===== config.mk =====
export PLATFORM = sky130hd
export DESIGN_NAME = load_store_unit
export DESIGN_NICKNAME = d
export VERILOG_FILES = /design/src/rtl/lsu_pkg.sv /design/src/rtl/load_align.sv /design/src/rtl/load_store_unit.sv
export SDC_FILE = /design/constraint.sdc
export NUM_CORES = 1
export LEC_CHECK = 0
export ABC_AREA = 1
export BUFFER_PORTS_ARGS = -buffer_cell sky130_fd_sc_hd__buf_2
export CAP_MARGIN = 20
export CORE_AREA = 3 3 142 178
export DETAILED_ROUTE_END_ITERATION = 6
export DIE_AREA = 0 0 145 181
export SETUP_SLACK_MARGIN = 0.15
export SLEW_MARGIN = 25
export SYNTH_ARGS = -nofsm -noshare
export SYNTH_HDL_FRONTEND = slang
export SYNTH_SLANG_ARGS = --single-unit

===== constraint.sdc =====
create_clock -name clk -period 4.46 [get_ports clk]
set_input_delay 0.892 -clock clk [delete_from_list [all_inputs] [get_ports clk]]
set_output_delay 0.892 -clock clk [all_outputs]
set_load 0.1 [all_outputs]

===== src/rtl/lsu_pkg.sv =====
// rtl/lsu_pkg.sv - shared state type, Funct3 codes and request legality helpers for the LSU
package lsu_pkg;

  typedef enum logic [1:0] {IDLE, REQ, WAIT, DONE} lsu_state_t;

  localparam logic [2:0] F3_B  = 3'b000;
  localparam logic [2:0] F3_H  = 3'b001;
  localparam logic [2:0] F3_W  = 3'b010;
  localparam logic [2:0] F3_BU = 3'b100;
  localparam logic [2:0] F3_HU = 3'b101;

  // Loads accept signed and unsigned sizes; stores only carry B/H/W.
  function automatic logic f3_supported(input logic is_load, input logic [2:0] f3);
    if (is_load) return (f3 == F3_B) || (f3 == F3_H) || (f3 == F3_W) ||
                        (f3 == F3_BU) || (f3 == F3_HU);
    return (f3 == F3_B) || (f3 == F3_H) || (f3 == F3_W);
  endfunction

  // Halves need an even address, words a 4-byte aligned address.
  function automatic logic f3_aligned(input logic [2:0] f3, input logic [1:0] a);
    case (f3)
      F3_H, F3_HU: return ~a[0];
      F3_W:        return (a == 2'b00);
      default:     return 1'b1;
    endcase
  endfunction

endpackage


===== src/rtl/load_align.sv =====
// rtl/load_align.sv - selects the addressed lane of a read word and extends it to 32 bits
module load_align
  import lsu_pkg::*;
(
  input  logic [31:0] rdata_i,
  input  logic [1:0]  addr_i,
  input  logic [2:0]  funct3_i,
  output logic [31:0] data_o
);

  logic [7:0]  byte_lane;
  logic [15:0] half_lane;

  // Pick the lane, then sign- or zero-extend according to the access size.
  always_comb begin
    byte_lane = rdata_i[8*addr_i +: 8];
    half_lane = rdata_i[16*addr_i[1] +: 16];
    case (funct3_i)
      F3_B:    data_o = {{24{byte_lane[7]}}, byte_lane};
      F3_H:    data_o = {{16{half_lane[15]}}, half_lane};
      F3_BU:   data_o = {24'd0, byte_lane};
      F3_HU:   data_o = {16'd0, half_lane};
      default: data_o = rdata_i;
    endcase
  end

endmodule


===== src/rtl/load_store_unit.sv =====
// rtl/load_store_unit.sv - memory-stage load/store unit with req/gnt/rvalid data port and pipeline stall
module load_store_unit
  import lsu_pkg::*;
#(
  parameter int DATA_WIDTH = 32
) (
  input  logic                  clk,
  input  logic                  reset_n,
  input  logic                  MemRead,
  input  logic                  MemWrite,
  input  logic [2:0]            Funct3,
  input  logic [DATA_WIDTH-1:0] ALUResult,
  input  logic [DATA_WIDTH-1:0] StoreData,
  output logic                  Stall,
  output logic [DATA_WIDTH-1:0] LoadData,
  output logic                  LoadValid,
  output logic                  Misaligned,
  output logic                  dmem_req,
  output logic                  dmem_we,
  output logic [DATA_WIDTH-1:0] dmem_addr,
  output logic [DATA_WIDTH-1:0] dmem_wdata,
  output logic [3:0]            dmem_be,
  input  logic                  dmem_gnt,
  input  logic                  dmem_rvalid,
  input  logic [DATA_WIDTH-1:0] dmem_rdata
);

  lsu_state_t            state_q, state_d;
  logic [DATA_WIDTH-1:0] addr_q;
  logic [DATA_WIDTH-1:0] wdata_q, wdata_d;
  logic [3:0]            be_q, be_d;
  logic [2:0]            f3_q;
  logic                  we_q;
  logic [DATA_WIDTH-1:0] load_data_q;
  logic [DATA_WIDTH-1:0] aligned_data;
  logic                  req_present, is_load, supported, aligned, accept;

  // Decode the incoming MEM-stage request; a load wins if both strobes are set.
  always_comb begin
    req_present = MemRead | MemWrite;
    is_load     = MemRead;
    supported   = f3_supported(is_load, Funct3);
    aligned     = f3_aligned(Funct3, ALUResult[1:0]);
    accept      = (state_q == IDLE) & req_present & supported & aligned;
    Misaligned  = (state_q == IDLE) & req_present & supported & ~aligned;
  end

  // Byte enables and lane-replicated store data; loads reuse the same enables.
  always_comb begin
    be_d    = 4'b1111;
    wdata_d = StoreData;
    case (Funct3[1:0])
      2'b00: begin
        be_d    = 4'b0001 << ALUResult[1:0];
        wdata_d = {4{StoreData[7:0]}};
      end
      2'b01: begin
        be_d    = ALUResult[1] ? 4'b1100 : 4'b0011;
        wdata_d = {2{StoreData[15:0]}};
      end
      default: begin
        be_d    = 4'b1111;
        wdata_d = StoreData;
      end
    endcase
  end

  // Next-state logic and FSM-derived outputs.
  always_comb begin
    state_d = state_q;
    case (state_q)
      IDLE: if (accept) state_d = REQ;
      REQ:  if (dmem_gnt) state_d = we_q ? DONE : WAIT;
      WAIT: if (dmem_rvalid) state_d = DONE;
      DONE: state_d = IDLE;
      default: state_d = IDLE;
    endcase
    dmem_req  = (state_q == REQ);
    Stall     = accept | (state_q == REQ) | (state_q == WAIT);
    LoadValid = (state_q == DONE) & ~we_q;
  end

  // State register.
  always_ff @(posedge clk or negedge reset_n) begin
    if (!reset_n) state_q <= IDLE;
    else          state_q <= state_d;
  end

  // Capture the accepted request so the memory port stays stable until granted.
  always_ff @(posedge clk or negedge reset_n) begin
    if (!reset_n) begin
      addr_q  <= '0;
      wdata_q <= '0;
      be_q    <= '0;
      f3_q    <= '0;
      we_q    <= 1'b0;
    end else if (accept) begin
      addr_q  <= ALUResult;
      wdata_q <= wdata_d;
      be_q    <= be_d;
      f3_q    <= Funct3;
      we_q    <= ~is_load;
    end
  end

  load_align u_load_align (
    .rdata_i  (dmem_rdata),
    .addr_i   (addr_q[1:0]),
    .funct3_i (f3_q),
    .data_o   (aligned_data)
  );

  // Load result register, updated only when the read response arrives.
  always_ff @(posedge clk or negedge reset_n) begin
    if (!reset_n)                              load_data_q <= '0;
    else if ((state_q == WAIT) && dmem_rvalid) load_data_q <= aligned_data;
  end

  assign LoadData   = load_data_q;
  assign dmem_we    = we_q;
  assign dmem_addr  = {addr_q[DATA_WIDTH-1:2], 2'b00};
  assign dmem_wdata = wdata_q;
  assign dmem_be    = be_q;

endmodule


After elaboration in Yosys (flattened, before gate mapping)
Cells that the tools add are included.
{ "classes": {"n_shift": 3, "eq_ne": 14, "n_bitwise": 12, "n_mux": 13, "reduce_logical": 12} }
{ "op_table": {"columns": ["cell", "count"], "rows": [
  ["one-hot mux 32 bit (4 select lines)", 1],
  ["one-hot mux 32 bit (2 select lines)", 1],
  ["indexed part select 32 x 6 -> 16 bit", 1],
  ["indexed part select 32 x 6 -> 8 bit", 1],
  ["== test 3 bit, second input constant", 4],
  ["one-hot mux 2 bit (4 select lines)", 1],
  ["one-hot mux 4 bit (2 select lines)", 1],
  ["== test 3 x 1 -> 1 bit, second input constant", 2],
  ["zero test 2 bit", 3],
  ["zero test 3 bit", 2],
  ["two-way mux 2 bit", 3],
  ["AND 1 bit", 5],
  ["== test 2 x 1 -> 1 bit, second input constant", 2],
  ["== test 2 bit, second input constant", 2],
  ["logical OR 1 bit", 4],
  ["two-way mux 1 bit", 4],
  ["two-way mux 4 bit", 1],
  ["!= test 2 bit, second input constant", 2],
  ["inverter 1 bit", 4],
  ["left shift 1 x 2 -> 4 bit, first input constant", 1],
  ["== test 3 x 2 -> 1 bit, second input constant", 1],
  ["OR 1 bit", 3],
  ["AND reduction 3 bit", 1],
  ["!= test 2 x 1 -> 1 bit, second input constant", 1],
  ["3 further kinds", 3]
]} }
{ "totals": {"input_bits": 105, "output_inout_bits": 105, "regBits": 106, "wordCells": 61} }

Longest topological paths before layout
{ "logic_depth": {"word_depth": 11, "depth_mapped": 11, "mapped_depth_nobuf": 10} }

Hierarchy
Synthesis repeated with hierarchy kept, for this count alone.
{ "unflattened": {"hier_cells": 690, "area_unflattened_um2": 5689.2} }
{ "modules_own_cells": {"columns": ["mod", "area_per_inst_um2", "seq_area_each_um2", "instances", "cells_per_inst"], "rows": [
  ["load_store_unit", 4757.1, 2652.5, 1, 488],
  ["load_align", 932.1, 0.0, 1, 202]
]} }

Worst setup path before layout
No wires, ideal clock.
{ "synth_path": {"path_type": "in2out", "startpoint": "input Funct3[0]", "endpoint": "output Stall", "arrival_time_ps": 2293, "stages": 7, "required_ps": 3568, "n_path_buf": 2, "setup_slack_ps": 1275, "path_cell_list": "inv_2 nand3_1 a21oi_2 nand2_2 buf_6 buf_4 nand3_1"} }
{ "synth_via": {"elab_chain_cells": 11, "word_cells_on_any_way": 17, "classes_between": "4 x eq/ne; 3 x mux; 4 x bitwise; 6 x reduce/logical"} }
{ "synth_lines": {"columns": ["element", "line", "source"], "rows": [
  ["start: declaration", "load_store_unit.sv:11", "input logic [2:0] Funct3,"],
  ["== test 3 x 1 -> 1 bit or zero test 3 bit (tied branches)", "lsu_pkg.sv:14, lsu_pkg.sv:16, lsu_pkg.sv:21", null],
  ["logical OR 1 bit (2 in series)", "lsu_pkg.sv:14, lsu_pkg.sv:16", null],
  ["logical OR 1 bit", "lsu_pkg.sv:14", "if (is_load) return (f3 == F3_B) || (f3 == F3_H) || (f3 == F3_W) ||"],
  ["logical OR 1 bit", "lsu_pkg.sv:15", "(f3 == F3_BU) || (f3 == F3_HU);"],
  ["two-way mux 1 bit", "lsu_pkg.sv:14", null],
  ["two-way mux 1 bit", "lsu_pkg.sv:16", "return (f3 == F3_B) || (f3 == F3_H) || (f3 == F3_W);"],
  ["AND 1 bit", "load_store_unit.sv:44", "accept = (state_q == IDLE) & req_present & supported & aligned;"],
  ["AND 1 bit *", "load_store_unit.sv:44", null],
  ["OR 1 bit * (2 in series)", "load_store_unit.sv:79", "Stall = accept | (state_q == REQ) | (state_q == WAIT);"],
  ["end: declaration", "load_store_unit.sv:14", "output logic Stall,"]
]} }
Every way passes the cells marked *; elsewhere a longest branch is shown, timed or not. The select of a mux whose other input is x is not followed.

Worst setup path after layout
{ "layout_path": {"startpoint": "input Funct3[0]", "endpoint": "output Misaligned"} }
{ "layout_via": {"elab_chain_cells": 9, "word_cells_on_any_way": 16, "classes_between": "4 x eq/ne; 3 x mux; 3 x bitwise; 6 x reduce/logical"} }
{ "layout_lines": {"columns": ["element", "line", "source"], "rows": [
  ["== test 3 x 1 -> 1 bit or zero test 3 bit (tied branches)", "lsu_pkg.sv:14, lsu_pkg.sv:16, lsu_pkg.sv:21", null],
  ["logical OR 1 bit (2 in series)", "lsu_pkg.sv:14, lsu_pkg.sv:16", null],
  ["logical OR 1 bit", "lsu_pkg.sv:14", null],
  ["logical OR 1 bit", "lsu_pkg.sv:15", null],
  ["two-way mux 1 bit", "lsu_pkg.sv:14", null],
  ["two-way mux 1 bit", "lsu_pkg.sv:16", null],
  ["AND 1 bit", "load_store_unit.sv:45", "Misaligned = (state_q == IDLE) & req_present & supported & ~aligned;"],
  ["AND 1 bit *", "load_store_unit.sv:45", null],
  ["end: declaration", "load_store_unit.sv:17", "output logic Misaligned,"]
]} }
Marks and branches as above.

==> run summary <==
Port bufs -> 207
Hold Worst Slack -> 0.4723 ns
Maxcap violations -> 0
CTS H-tree depth -> 3
Clk Latency, worst-skew pair -> 0.35 ns
Residual DRC count -> 0
Worst slew pin tran -> 1.016 ns
Post-Route WL -> 16740 microns
Max stage delay on crit path -> 0.44 ns
CP Launch Type -> primary input
Fin Setup TNS -> 0 ns
Status -> finished, final reports clean
Reg2reg start -> state_q[0]$_DFFE_PN0P_
Area grow syn2layout -> 24.93%
RSZ-0062 raised after global routing -> no
Number of setup violations in the final report -> 0
Setup Buffers After CTS -> 0
CP Capture Type -> primary output
Yosys Warn Count -> 0
Antenna violations before repair -> 1
CTS root buffer -> clkbuf_16
Fin util -> 28.57%
CTS buffer count -> 9
Post-route ant nets -> 0
Classification of the worst setup path -> in2out
CTS tree -> built
Via density -> 4.277
Initial Util -> 22.87%
Iteration-0 DRC Markers -> 209
DR vias -> 5132
Async set-or-reset flop fraction in the synthesized netlist -> 100.0%
Vias in the first global route -> 4959
Die height -> 181 microns
Slowest-stage cell, CP -> buf_2
Main synth FF type -> dfrtp_1
Grt total ovfl -> 0
Crit path launch -> Funct3[0]
All-layer global routing usage -> 12.48%
Syn Inst Count -> 715
CP Cell Sequence -> buf_2 > inv_2 > nand3_1 > a21oi_2 > and3_1 > buf_2
Most instantiated library cell after synthesis -> nand2_1
Tmin final -> 2.997 ns
Sequential-to-total area share from yosys stat -> 48.89%
Worst path arrival time -> 2.10 ns
Hold Fails Final Rpt -> 0
Core area -> 23730 sq um
Largest net degree at the start of global routing -> 102
Die ar. -> 26250 sq um
Post-CTS Hold Buffers -> 0
First-pass DRT Iterations -> 4
Share of the synthesized area in the top cell type -> 48.89%
Worst relative slew slack -> 32.29%
Post-synth EDFFs -> 0
Max-slew violation count -> 0
CP Data Required Time -> 3.57 ns
Synth cell count leaders -> 290 x nand2_1, 106 x dfrtp_1, 51 x a21oi_1, 51 x inv_1, 38 x buf_4
Fmax -> 333.7 MHz
Die W -> 145 microns
Global-route wire length before repair -> 26550 microns
Classification of the worst-slack hold path -> reg2reg
# rows -> 63
Clock buffer depth -> 2
Nets -> 979
Clk sinks -> 106
Netlist cell types -> 25
Avg Cell Area, Syn -> 7.588 sq um
HP Start -> addr_q[21]$_DFFE_PN0P_
Ports -> 210
Antenna Cells -> 0
Area leader, netlist -> dfrtp_1
Fin crit share -> 67.19%
DP HPWL -> 12260 microns
Critical Path Fanout Max -> 6
Worst Skew -> 0.01242 ns
Netlist Area Pre-Place -> 5425 sq um
WL per Instance -> 13.95 microns
Area contributors post-synth -> dfrtp_1 49%, nand2_1 20%, buf_4 5.3%, a21oi_1 4.7%, inv_1 3.5%
Clock Pin Slew Worst Setup and Hold Paths -> 0.07 ns
Seq cells post-synth -> 106
Post-CTS resize count -> 0
Share of cells above drive strength 1 -> 28.46%
Most used cell, CP -> buf_2
RD Place Congestion -> 0.8621
flip-flops by register name, summed over array words and instances, names as in the netlist:
name        cells
LoadData       32
addr_q         32
dmem_wdata     32
dmem_be         4
f3_q            3
state_q         2
dmem_we         1
layout by cell type, fill, tap and decap left out, types with 2 or more instances in the layout:
master,count
inv_1,51
conb_1,2
inv_6,2
o21ai_1,23
buf_2,206
or2_2,16
clkbuf_16,9
nor2_1,17
nand2_1,290
a41oi_1,4
nand3_1,35
ha_1,4
o211ai_1,5
nor3_1,2
a21oi_1,51
dfrtp_1,106
inv_2,3
clkinvlp_4,2
a211oi_1,2
buf_4,7
o21ai_0,30
area by class of cell:
cell class                      count  area, sq um
Fill cell                        2612        16950
Sequential cell                   106         2653
Multi-Input combinational cell    486         2143
Timing Repair Buffer              213         1084
Tap cell                          325        406.6
Clock buffer                       10        229.0
Inverter                           54        202.7
Clock inverter                      6        60.06
stage by stage:
stage                     std cells  setup WS, ns  instance area (sq um)
after floorplan                 716         1.276                   5429
after global placement         1184         1.466                   6489
after detailed placement       1184         1.473                   6489
after CTS                      1200         1.467                   6778
after global routing           1200         1.392                   6778
final                          1200         1.463                   6778
logic make-up after synthesis:
logic type | Yosys count | synth area share, %
fa+ha+maj | 4 | 0.9225
buf+inv | 124 | 11.76
compound gates | 117 | 11.49
other cells | 1 | 0.06912
simple gates | 363 | 26.87
flops | 106 | 48.89
final timing paths:
kind | to | slack, ns | cells after the start
min in group asynchronous | LoadData[9]$_DFFE_PN0P_ | 0.60 | 1
worst min register to register | addr_q[21]$_DFFE_PN0P_ | 0.47 | 2
worst max register to register | state_q[0]$_DFFE_PN0P_ | 2.07 | 10
worst max-delay path | Misaligned | 1.46 | 6
max in group asynchronous | addr_q[1]$_DFFE_PN0P_ | 2.98 | 2
worst min-delay path | addr_q[21]$_DFFE_PN0P_ | 0.47 | 2
worst max-delay path: cells and delay by family:
| kind | cells | cell delay [ns] |
|---|---|---|
| AO/OA/AOI/OAI | 1 | 0.22 |
| buffers and inverters | 3 | 0.71 |
| AND/OR/NAND/NOR | 2 | 0.28 |
per-layer routing:
metal  global-route usage, %  vias up  wire length, microns  share of wire, %
met4                   3.422        2                   272               1.6
met2                   20.62      183                  8103                48
met1                   15.64     2400                  7112                42
li1                        -     2524                     -                 -
met3                   4.240       23                  1240               7.4
met5                       0        -                    13             0.078
Power is left out: the tool's default activity adds up to more than one toggle a clock period on the data nets, which glitch-free logic cannot reach.
